--- src/rtl/hilo_md_ctrl.sv ---
// ============================================================================
// hilo_md_ctrl
// ----------------------------------------------------------------------------
// Purpose:
//   Sequencer for the EX-stage multi-cycle HI/LO operations (mult, multu,
//   div, divu). One operation is accepted from EX at a time. The block drives
//   the shared multiplier and the iterative divider, holds the EX stall
//   request until the 64-bit result has been captured, and then presents
//   {hi, lo} to the HI/LO write path while the instruction sits in EX.
//
// Parameters:
//   MUL_LAT          multiplier latency in cycles (legal range 1..15). The
//                    product on mul_result_i is taken in the MUL_LAT-th cycle
//                    that the operands are presented.
//
// Configuration macro:
//   HILO_MD_DIV0_FAST_EN  when defined, div/divu with a zero divisor skips the
//                         divider and completes directly with
//                         hi = dividend, lo = 32'hFFFF_FFFF.
//                         When undefined, a zero divisor goes to the divider
//                         like any other divide.
//
// Ports:
//   clk              clock
//   rst              synchronous active-high reset
//   flush            annul the in-flight operation
//   ex_stall         downstream stall; EX cannot advance this cycle
//   op_valid         EX holds a HI/LO arithmetic instruction
//   md_op[3:0]       one-hot {mult, multu, div, divu}
//   opdata_a[31:0]   rs value
//   opdata_b[31:0]   rt value
//   stallreq_o       EX stall request
//   result_valid_o   hi_o/lo_o valid for the current EX instruction
//   hi_o[31:0]       HI result
//   lo_o[31:0]       LO result
//   mul_signed_o     multiplier signed-mode select
//   mul_ina_o[31:0]  multiplier operand A
//   mul_inb_o[31:0]  multiplier operand B
//   mul_result_i     multiplier product (64 bits)
//   div_start_o      divider start
//   div_signed_o     divider signed-mode select
//   div_opdata1_o    dividend
//   div_opdata2_o    divisor
//   div_annul_o      divider abort
//   div_result_i     divider result {remainder, quotient}
//   div_ready_i      divider result ready (one-cycle pulse)
// ============================================================================
module hilo_md_ctrl #(
    parameter int MUL_LAT = 2
) (
    input  logic        clk,
    input  logic        rst,
    input  logic        flush,
    input  logic        ex_stall,
    input  logic        op_valid,
    input  logic [3:0]  md_op,
    input  logic [31:0] opdata_a,
    input  logic [31:0] opdata_b,
    output logic        stallreq_o,
    output logic        result_valid_o,
    output logic [31:0] hi_o,
    output logic [31:0] lo_o,
    output logic        mul_signed_o,
    output logic [31:0] mul_ina_o,
    output logic [31:0] mul_inb_o,
    input  logic [63:0] mul_result_i,
    output logic        div_start_o,
    output logic        div_signed_o,
    output logic [31:0] div_opdata1_o,
    output logic [31:0] div_opdata2_o,
    output logic        div_annul_o,
    input  logic [63:0] div_result_i,
    input  logic        div_ready_i
);

    typedef enum logic [1:0] {
        S_IDLE     = 2'd0,
        S_MUL_WAIT = 2'd1,
        S_DIV_WAIT = 2'd2,
        S_DONE     = 2'd3
    } state_t;

    // The counter is loaded with MUL_LAT-1 and the product is taken when it
    // reaches zero, so MUL_WAIT lasts exactly MUL_LAT cycles.
    localparam logic [3:0] LP_MUL_CNT_INIT = 4'(MUL_LAT - 1);

    state_t      r_state;
    logic [3:0]  r_cnt;
    logic [31:0] r_opA;
    logic [31:0] r_opB;
    logic        r_signed;
    logic [31:0] r_hi;
    logic [31:0] r_lo;

    state_t      w_nextState;
    logic [3:0]  w_nextCnt;
    logic [31:0] w_nextOpA;
    logic [31:0] w_nextOpB;
    logic        w_nextSigned;
    logic [31:0] w_nextHi;
    logic [31:0] w_nextLo;

    logic        w_legalOp;
    logic        w_isMul;
    logic        w_isSigned;
    logic        w_accept;
    logic        w_div0Fast;

    // Decode of the incoming request. An op code that is zero or has more than
    // one bit set is not a HI/LO arithmetic instruction and is ignored. The
    // signed flag is shared by both units: mult and div are the signed forms.
    assign w_legalOp  = (md_op != 4'd0) && ((md_op & (md_op - 4'd1)) == 4'd0);
    assign w_isMul    = md_op[3] | md_op[2];
    assign w_isSigned = md_op[3] | md_op[1];

    // Flush wins over a new request, so nothing is accepted in a flush cycle.
    assign w_accept   = (r_state == S_IDLE) && op_valid && w_legalOp && !flush;

`ifdef HILO_MD_DIV0_FAST_EN
    // A zero divisor has a fixed answer, so the divider is not worth waiting on.
    assign w_div0Fast = !w_isMul && (opdata_b == 32'd0);
`else
    assign w_div0Fast = 1'b0;
`endif

    // State and datapath registers. Reset clears everything, even in the middle
    // of an operation; the divider is not annulled by reset because it shares
    // the same reset.
    always_ff @(posedge clk) begin
        if (rst) begin
            r_state  <= S_IDLE;
            r_cnt    <= 4'd0;
            r_opA    <= 32'd0;
            r_opB    <= 32'd0;
            r_signed <= 1'b0;
            r_hi     <= 32'd0;
            r_lo     <= 32'd0;
        end else begin
            r_state  <= w_nextState;
            r_cnt    <= w_nextCnt;
            r_opA    <= w_nextOpA;
            r_opB    <= w_nextOpB;
            r_signed <= w_nextSigned;
            r_hi     <= w_nextHi;
            r_lo     <= w_nextLo;
        end
    end

    // Next-state and output decode. All unit-facing outputs are zero outside
    // the state that owns that unit, and hi_o/lo_o are only exposed in DONE,
    // so stale captured values never leak onto the HI/LO write path.
    always_comb begin
        w_nextState    = r_state;
        w_nextCnt      = r_cnt;
        w_nextOpA      = r_opA;
        w_nextOpB      = r_opB;
        w_nextSigned   = r_signed;
        w_nextHi       = r_hi;
        w_nextLo       = r_lo;

        stallreq_o     = 1'b0;
        result_valid_o = 1'b0;
        hi_o           = 32'd0;
        lo_o           = 32'd0;
        mul_signed_o   = 1'b0;
        mul_ina_o      = 32'd0;
        mul_inb_o      = 32'd0;
        div_start_o    = 1'b0;
        div_signed_o   = 1'b0;
        div_opdata1_o  = 32'd0;
        div_opdata2_o  = 32'd0;
        div_annul_o    = 1'b0;

        unique case (r_state)
            S_IDLE: begin
                if (w_accept) begin
                    // The stall must be raised in the accept cycle itself so
                    // EX holds the instruction while the operands are latched.
                    stallreq_o   = 1'b1;
                    w_nextOpA    = opdata_a;
                    w_nextOpB    = opdata_b;
                    w_nextSigned = w_isSigned;
                    if (w_isMul) begin
                        w_nextCnt   = LP_MUL_CNT_INIT;
                        w_nextState = S_MUL_WAIT;
                    end else if (w_div0Fast) begin
                        w_nextHi    = opdata_a;
                        w_nextLo    = 32'hFFFF_FFFF;
                        w_nextState = S_DONE;
                    end else begin
                        w_nextState = S_DIV_WAIT;
                    end
                end
            end

            S_MUL_WAIT: begin
                stallreq_o   = 1'b1;
                mul_signed_o = r_signed;
                mul_ina_o    = r_opA;
                mul_inb_o    = r_opB;
                if (flush) begin
                    w_nextState = S_IDLE;
                end else if (r_cnt == 4'd0) begin
                    w_nextHi    = mul_result_i[63:32];
                    w_nextLo    = mul_result_i[31:0];
                    w_nextState = S_DONE;
                end else begin
                    w_nextCnt = r_cnt - 4'd1;
                end
            end

            S_DIV_WAIT: begin
                div_signed_o  = r_signed;
                div_opdata1_o = r_opA;
                div_opdata2_o = r_opB;
                stallreq_o    = !div_ready_i;
                if (flush) begin
                    // Abort the divider; a ready pulse in the same cycle is
                    // dropped along with the instruction.
                    div_annul_o = 1'b1;
                    w_nextState = S_IDLE;
                end else begin
                    // Start is held until the divider answers; the divider
                    // ignores it while busy.
                    div_start_o = !div_ready_i;
                    if (div_ready_i) begin
                        w_nextHi    = div_result_i[63:32];
                        w_nextLo    = div_result_i[31:0];
                        w_nextState = S_DONE;
                    end
                end
            end

            S_DONE: begin
                result_valid_o = 1'b1;
                hi_o           = r_hi;
                lo_o           = r_lo;
                // The instruction retires on the edge that leaves DONE, so a
                // still-high op_valid here is the same instruction and must
                // not start another operation.
                if (flush || !ex_stall) begin
                    w_nextState = S_IDLE;
                end
            end

            default: begin
                w_nextState = S_IDLE;
            end
        endcase
    end

endmodule
--- config.mk ---
export PLATFORM = sky130hd
export DESIGN_NAME = hilo_md_ctrl
export DESIGN_NICKNAME = d
export VERILOG_FILES = /design/src/rtl/hilo_md_ctrl.sv
export SDC_FILE = /design/constraint.sdc
export NUM_CORES = 1
export LEC_CHECK = 0
export BUFFER_PORTS_ARGS = -buffer_cell sky130_fd_sc_hd__buf_4
export CORE_MARGIN = 5
export CORE_UTILIZATION = 30
export CTS_BUF_LIST = sky130_fd_sc_hd__clkbuf_4
export DETAILED_ROUTE_END_ITERATION = 6
export GPL_ROUTABILITY_DRIVEN = 0
export GPL_TIMING_DRIVEN = 0
export HOLD_SLACK_MARGIN = 0.1
export PLACE_DENSITY = 0.62
export SLEW_MARGIN = 20
export SYNTH_ARGS = -nofsm -noshare
export SYNTH_HDL_FRONTEND = slang
export SYNTH_SLANG_ARGS = --single-unit
--- constraint.sdc ---
create_clock -name clk -period 2.19 [get_ports clk]
set_input_delay 0.219 -clock clk [delete_from_list [all_inputs] [get_ports clk]]
set_output_delay 0.219 -clock clk [all_outputs]
set_load 0.01 [all_outputs]
Word level (Yosys, flattened, before mapping)
Index checks and enable logic that the tools add are counted.
- add/sub/neg operators: 2
- multipliers: 0
- div/mod/pow operators: 0
- order comparisons: 0
- equal/unequal tests: 13
- shift-type cells: 0
- mux-type cells: 38
- bitwise logic cells: 3
- reduce and logical (&&, ||, !) cells: 18
- operators by type and width (cell ; number):
    $mux W32 ; 14
    $pmux W32 S2 ; 2
    $mux W4 ; 4
    $ne A2 B2 Y1 const B ; 8
    $mux W2 ; 7
    $reduce_and A5 Y1 ; 2
    $logic_not A4 Y1 ; 2
    $mux W1 ; 8
    $pmux W2 S4 ; 1
    $pmux W4 S2 ; 1
    $sub A4 B1 Y4 const B ; 2
    $ne A3 B3 Y1 const B ; 2
    $and A4 B4 Y4 ; 1
    $eq A2 B2 Y1 const B ; 2
    $logic_and A1 B1 Y1 ; 4
    $reduce_and A4 Y1 ; 1
    $reduce_bool A2 Y1 ; 2
    $reduce_bool A4 Y1 ; 1
    $logic_not A1 Y1 ; 3
    $pmux W1 S3 ; 1
    $eq A2 B1 Y1 const B ; 1
    $logic_not A2 Y1 ; 1
    $or A1 B1 Y1 ; 2
    $reduce_and A2 Y1 ; 1
    $logic_or A1 B1 Y1 ; 1
- register bits after elaboration: 135
- latch bits: 0
- bits in writable memories: 0
- ROM bits: 0
- input bits: 202
- output and inout port bits: 198
- word-level logic and storage cells: 81
- memories: 0

Logic depth before layout (Yosys ltp)
Gate-level depths: netlist (run 1).
- word-level depth: 8
- gate-level depth with buffers: 9

Worst setup path before layout (run 1)
OpenSTA, ideal clock, no wires.
- path kind: flip-flop to flip-flop
- from: register r_state[0]
- to: register r_hi[0]
- data arrival time: 1.576 ns
- path slack: 0.528 ns
- cell stages (with the launch flop): 10
- clock period less this slack: 1.662 ns
- path through: dfxtp_1 > inv_1 > ha_1 > buf_2 > nor2b_1 > nor3_2 > buf_4 > buf_6 > nor2_1 > a211oi_1
- longest elaborated chain between the ends: 3
- elaborated cells between the ends (all ways): 9
- classes of those cells: eq/ne: 6; mux: 1; reduce/logical: 2
- RTL lines (element ; line ; source):
    start, declared ; 87 ; state_t r_state;
    start signal, assigned ; 139 ; r_state <= w_nextState;
    $eq A2 B1 Y1 / $eq A2 B2 Y1 (equally long branches) ; 174 ; unique case (r_state)
    $ne A2 B2 Y1 (no source line) / $reduce_bool A2 Y1 (equally long branches) ; - ;
    $reduce_and A5 Y1 (no source line) ; - ;
    end signal, assigned ; 144 ; r_hi <= w_nextHi;
    end, declared ; 92 ; logic [31:0] r_hi;
Parallel ways exist; a longest one is shown, timed or not.
A chain may end at the register's enable or synchronous reset.

Worst setup path after layout (run 1)
- from: register r_state[0]
- to: output port mul_ina_o[13]
- longest elaborated chain between the ends: 2
- RTL lines (element ; line ; source):
    $eq A2 B1 Y1 ; 174 ;
    $mux W32 ; 174 ;
    end, declared ; 64 ; output logic [31:0] mul_ina_o,
Every way passes these cells.

==> results.py, run 1 <==
metrics = {
    "run_status": {
        "status": "finished, final reports clean",
    },
    "drt": {
        "ant_nets": 0,
        "wire_per_inst_um": 17.0,
        "drt_first_iter_violations": 337,
        "vias": 8134,
        "drc": 0,
        "via_per_inst": 4.49,
        "routed_wl_mm": 30.8,
        "drtPass1Iterations": 4,
    },
    "critical_path": {
        "arrival_ns": 1.87,
        "cp-end-kind": "output port",
        "crit_top_cell": "buf_4",
        "critPathLaunchType": "register",
        "cp.required_ns": 1.97,
        "crit_path_max_fanout": 10,
        "cp-startpoint": "r_state[0]$_SDFFE_PP0P_",
        "slowest_delay_ns": 0.37,
        "rr_startpoint": "r_state[0]$_SDFFE_PP0P_",
        "crit_chain": "buf_4 > ha_4 > clkbuf_16 > buf_4 > and2_1 > buf_4",
        "path_delay_family": "buffers and inverters",
        "critPathKind": "register to output port",
        "crit_buf_inv": 4,
        "cp_slowest_cell": "dfxtp_4",
    },
    "yosys": {
        "ys_ff_latch": 135,
        "synth_cell_types": 39,
        "synth_fa_ha_area_share_pct": 1.19,
        "synth_ff_type": "dfxtp_1",
        "synth_top_family_by_area": "simple AND/OR/NAND/NOR gates",
        "syn_area_per_cell_um2": 8.60,
        "syn-num-nets": 1061,
        "async_reset_ff_share_pct": 0,
        "synthTopCellsByArea": "dfxtp_1 (37%), and2_1 (17%), mux2i_1 (8.9%)",
        "netlist_instances": 852,
        "synth_compound_area_share_pct": 15.5,
        "yosysTopAreaCell": "dfxtp_1",
        "post-synth-top-area-fraction_pct": 36.9,
        "synthMuxAreaShare_pct": 8.88,
        "ys_seq_area_share_pct": 36.9,
        "synth_area_mm2": 0.00733,
        "synth_xor_area_share_pct": 0.239,
        "synth-edff-count": 0,
        "yosysWarnings": 0,
        "yosys.area_share.simple_pct": 30.4,
    },
    "die": {
        "initial_core_util_pct": 30.3,
        "coreArea_mm2": 0.0242,
        "ios": 400,
        "die_y_um": 166,
        "fp.dieArea_mm2": 0.0277,
        "die_w_um": 166,
        "num_rows": 57,
    },
    "timing": {
        "slew_headroom_pct": 51.5,
        "final_max_slew_viol_count": 0,
        "worstMarginPinSlew_ns": 0.728,
        "setup_slack_ns": 0.0991,
        "fin_crit_ns": 2.09,
        "timing.fmax_mhz": 478,
        "timing.final.crit_share_pct": 95.5,
        "rsz0062_at_grt": "yes",
        "setup_viol": 0,
        "fin_worst_skew_ns": 0.0211,
        "final_hold_viol_count": 0,
    },
    "grt": {
        "grt_pass1_vias": 8610,
        "gr-usage-all-layers_pct": 21.3,
        "grt_pass1_wl_mm": 47.7,
        "grt_max_degree": 17,
        "antenna_found_initial": 4,
        "grt-ovfl-total": 0,
    },
    "clock_tree": {
        "cts.sinks": 135,
        "cts_buffer_depth": 2,
        "clk_pin_slew_ns": 0.12,
        "tritoncts": "built",
        "clock_latency_ns": 0.53,
        "cts-root-buf": "clkbuf_4",
        "htreeDepth": 4,
        "cts_buffers": 17,
    },
    "placed_design": {
        "dp.cells": 1574,
        "place_area_mm2": 0.0107,
        "pre_cts_ws_ns": -0.191,
        "io_buffer_count": 398,
        "hpwl_mm": 22.6,
    },
    "power": {
        "irDropWorstVdd_mv": 0.358,
        "pwr-share-comb_pct": 43.9,
        "p_sw_share_pct": 35.3,
        "power.share.clock_pct": 21.0,
        "p_sw_mw": 3.17,
        "seq_power_share_pct": 35.1,
        "intPower_mw": 5.80,
        "power_density_mw_per_mm2": 674,
        "power.total_mw": 8.96,
        "p_leak_nw": 5.73,
    },
    "hold_path": {
        "worstHoldStart": "mul_result_i[20]",
        "holdCritPathClass": "primary input to register",
    },
    "job": {
        "maxCapViolCount": 0,
    },
    "cells_and_area": {
        "final_cell_mix": "buf_4 (409), dlygate4sd3_1 (196), and2_1 (192)",
        "finalNetCount": 1680,
        "layout-drive-gt1-share_pct": 41.1,
        "fin_cells": 1811,
        "fin_util_pct": 55.0,
        "fill_cells": 2249,
        "final_area_mm2": 0.0133,
        "area_growth_pct": 81.4,
        "layout_commonest_cell": "buf_4",
    },
}
[what timing repair did]
| item | 4_1_cts | 5_1_grt |
|---|---|---|
| gates resized for setup | 64 | 23 |
| pin swaps | 0 | 1 |
| cloned | 0 | 1 |
| hold buffers | 196 | 0 |
| endpoints found under the setup margin | 196 | 142 |
| setup buffers | 0 | 6 |
| hold endpoints to repair | 130 | 0 |
[logic make-up (layout without fill, tap and decap cells)]
kind of cell	count (synthesis)	in the layout
and+or+nand+nor	414	414
buffers and inverters	79	709
AOI/OAI and AO/OA	150	150
DFF	135	135
muxes	65	65
adders and majority gates	7	7
other	0	5
xor gates and xnor gates	2	2
[metrics by stage]
step	hold WS (ns)	TNS (ns)
after global placement	0.450	-0.851
after floorplan	0.346	0
after CTS	0.108	-0.0236
after detailed placement	0.453	-0.891
after global routing	0.115	-0.00303
final	0.155	0
[power by group through the flow]
stage               Sequential, mW  Clock, mW  Combinational, mW
floorplan                     3.12          0               2.11
global route                  3.21       2.03               4.28
detailed placement            3.19          0               3.17
finish                        3.15       1.88               3.94
global placement              3.17          0               3.13
CTS                           3.14       1.94               3.80
[flip-flops by register name, indices dropped and copies added, names as in the netlist]
register  count
r_cnt         4
r_hi         32
r_lo         32
r_opA        32
r_opB        32
r_signed      1
r_state       2
[worst paths after layout]
check / to / slack (ns) / cells after the start
worst min register to register: r_opB[7]$_SDFFE_PP0P_ / 0.47 / 2
worst max-delay path: mul_ina_o[13] / 0.1 / 6
worst min-delay path: r_lo[20]$_SDFFE_PP0P_ / 0.15 / 3
worst max register to register: r_hi[29]$_SDFFE_PP0P_ / 0.12 / 7
[layout make-up]
class | count | area [um^2] | share of cell area (%)
tap | 324 | 405 | 3.05
multi-input combinational | 638 | 4160 | 31.3
sequential | 135 | 2710 | 20.4
timing repair buffer | 601 | 5020 | 37.7
antenna | 5 | 12.5 | 0.0941
clock inverter | 12 | 179 | 1.35
buffer | 72 | 654 | 4.92
clock buffer | 18 | 135 | 1.02
inverter | 6 | 22.5 | 0.169
[layer usage]
metal  global-route usage [%]  share of wire (%)  vias up
met5                        0                  0        -
met4                     7.22                2.2        0
met3                     5.45                6.5       37
met2                     37.5                 50      314
met1                     25.2                 41     3729
li1                         -                  -     4054
[tightest hold or removal path: cells and delay by family]
kind | cells | cell delay [ns]
AO/OA/AOI/OAI | 1 | 0.24
buffers and inverters | 1 | 0.08
multiplexers | 1 | 0.10
[synthesized netlist by cell type, types with 11 or more instances]
cell type,n
and2_1,195
dfxtp_1,135
nand2_1,81
nor2_1,71
mux2i_1,65
a211oi_1,64
nand2_2,51
a21oi_2,50
clkbuf_1,36
a21oi_1,23
buf_2,19
buf_6,11
(Power assumes the default switching activity.)
==> inputs of run 2 (changes only) <==
--- a/config.mk
+++ b/config.mk
@@ -6,9 +6,10 @@
 export NUM_CORES = 1
 export LEC_CHECK = 0
 export BUFFER_PORTS_ARGS = -buffer_cell sky130_fd_sc_hd__buf_4
+export CORE_ASPECT_RATIO = 1.1
 export CORE_MARGIN = 5
 export CORE_UTILIZATION = 30
-export CTS_BUF_LIST = sky130_fd_sc_hd__clkbuf_4
+export CTS_BUF_LIST = sky130_fd_sc_hd__clkbuf_8
 export DETAILED_ROUTE_END_ITERATION = 6
 export GPL_ROUTABILITY_DRIVEN = 0
 export GPL_TIMING_DRIVEN = 0
==> run 2 against run 1 <==
Combinational power is 13% lower. Non-clock buffer count down 121. Clock skew shrank 0.0063 ns. Sequential cell count unchanged. Total power fell by 5.8%. Wire length decreased by 6.4%. Worst hold slack worse by 0.022 ns. Critical path depth is 1 higher. Cell area down 9.9%. Critical path type unchanged. Critical endpoint is now div_opdata1_o[16]. Largest power group unchanged.
==> results.py, run 2 (synthesized netlist as in run 1, its figures left out) <==
metrics = {
    "placed_design": {
        "place_area_mm2": 0.0107,
        "pre_cts_ws_ns": -0.302,
        "dp.cells": 1560,
        "hpwl_mm": 22.5,
        "io_buffer_count": 398,
    },
    "timing": {
        "rsz0062_at_grt": "no",
        "timing.fmax_mhz": 485,
        "setup_viol": 0,
        "fin_crit_ns": 2.06,
        "setup_slack_ns": 0.129,
        "finalSetupTns_ns": 0,
        "fin_worst_skew_ns": 0.0148,
        "worstMarginPinSlew_ns": 0.732,
        "hold_slack_ns": 0.133,
        "timing.final.crit_share_pct": 94.1,
        "slew_headroom_pct": 51.2,
        "final_max_slew_viol_count": 0,
        "final_hold_viol_count": 0,
    },
    "critical_path": {
        "critPathKind": "register to output port",
        "cp-end-kind": "output port",
        "crit_chain": "inv_2 > ha_1 > buf_4 > buf_12 > clkbuf_4 > and2_1 > buf_4",
        "arrival_ns": 1.84,
        "crit_path_max_fanout": 10,
        "cp.required_ns": 1.97,
        "slowest_delay_ns": 0.37,
        "crit_top_cell": "buf_4",
        "cp_slowest_cell": "dfxtp_4",
        "critPathLaunchType": "register",
    },
    "grt": {
        "grt_pass1_wl_mm": 44.5,
        "grt_max_degree": 17,
        "grt_pass1_vias": 7923,
        "gr-usage-all-layers_pct": 20.0,
        "grt-ovfl-total": 0,
        "antenna_found_initial": 4,
    },
    "die": {
        "die_w_um": 159,
        "die_y_um": 174,
        "coreArea_mm2": 0.0242,
        "fp.dieArea_mm2": 0.0277,
        "initial_core_util_pct": 30.2,
        "num_rows": 60,
        "ios": 400,
    },
    "clock_tree": {
        "tritoncts": "built",
        "cts.sinks": 135,
        "clock_latency_ns": 0.44,
        "cts_buffer_depth": 2,
        "htreeDepth": 4,
        "cts_buffers": 17,
        "clk_pin_slew_ns": 0.08,
        "cts-root-buf": "clkbuf_8",
    },
    "power": {
        "power_density_mw_per_mm2": 705,
        "irDropWorstVdd_mv": 0.398,
        "power.total_mw": 8.44,
        "p_leak_nw": 5.18,
    },
    "drt": {
        "vias": 7578,
        "drtPass1Iterations": 4,
        "via_per_inst": 4.52,
        "wire_per_inst_um": 17.2,
        "routed_wl_mm": 28.8,
        "drc": 0,
        "ant_nets": 0,
        "drt_first_iter_violations": 206,
    },
    "run_status": {
        "status": "finished, final reports clean",
    },
    "cells_and_area": {
        "final_area_mm2": 0.0120,
        "area_growth_pct": 63.5,
        "fin_cells": 1675,
        "fin_util_pct": 49.4,
        "final_cell_mix": "buf_4 (405), and2_1 (192), dfxtp_1 (133)",
        "layout-drive-gt1-share_pct": 44.3,
        "finalNetCount": 1559,
        "layout_commonest_cell": "buf_4",
    },
    "hold_path": {
        "holdCritPathClass": "primary input to register",
    },
    "job": {
        "maxCapViolCount": 0,
    },
}
run 2: changes by cell type in the layout (fill, tap and decap cells not counted), moves of 5 or more:
cell           change
clkbuf_4          -18
clkinvlp_4         +5
clkbuf_8          +16
clkbuf_2           +7
buf_8              -5
dlygate4sd3_1    -116
run 2: layer usage:
metal | up-vias | GRT usage, % | wire length [um]
met1 | 3445 | 23.7 | 11800
met2 | 284 | 34.9 | 14300
met5 | - | 0 | 39
met4 | 6 | 5.40 | 467
met3 | 30 | 6.52 | 2130
li1 | 3813 | - | -
run 2: critical path, delay by kind of cell (launching register included):
family | cells | cell delay [ns]
simple gates | 1 | 0.17
buf+inv | 5 | 0.68
fa+ha+maj | 1 | 0.18
flops | 1 | 0.37
run 2: repair_timing:
item,4_1_cts,5_1_grt
pin swaps,0,2
endpoints found under the hold margin,76,0
setup buffers,0,1
gates resized for setup,43,22
setup endpoints to repair,186,162
hold buffers,80,0
run 2: layout make-up:
type	count	area, um^2
Clock inverter	14	104
Antenna cell	2	5.00
Sequential cell	135	2710
Multi-Input combinational cell	638	4140
Fill cell	2416	12300
Inverter	6	22.5
Clock buffer	18	248
Tap cell	310	388
Timing Repair Buffer	479	3800
Buffer	73	574
run 2: final timing paths:
check | slack (ns) | depth (start not counted) | to | from
hold reg to reg | 0.47 | 2 | r_opB[7]$_SDFFE_PP0P_ | r_opB[7]$_SDFFE_PP0P_
hold / removal | 0.13 | 3 | r_hi[29]$_SDFFE_PP0P_ | mul_result_i[61]
setup reg to reg | 0.16 | 7 | r_lo[6]$_SDFFE_PP0P_ | r_state[0]$_SDFFE_PP0P_
setup / recovery | 0.13 | 7 | div_opdata1_o[16] | r_state[0]$_SDFFE_PP0P_
run 2: power by group:
| part | switching [mW] | internal, mW |
|---|---|---|
| Clock | 1.08 | 0.819 |
| Sequential | 0.218 | 2.92 |
| Combinational | 1.84 | 1.57 |
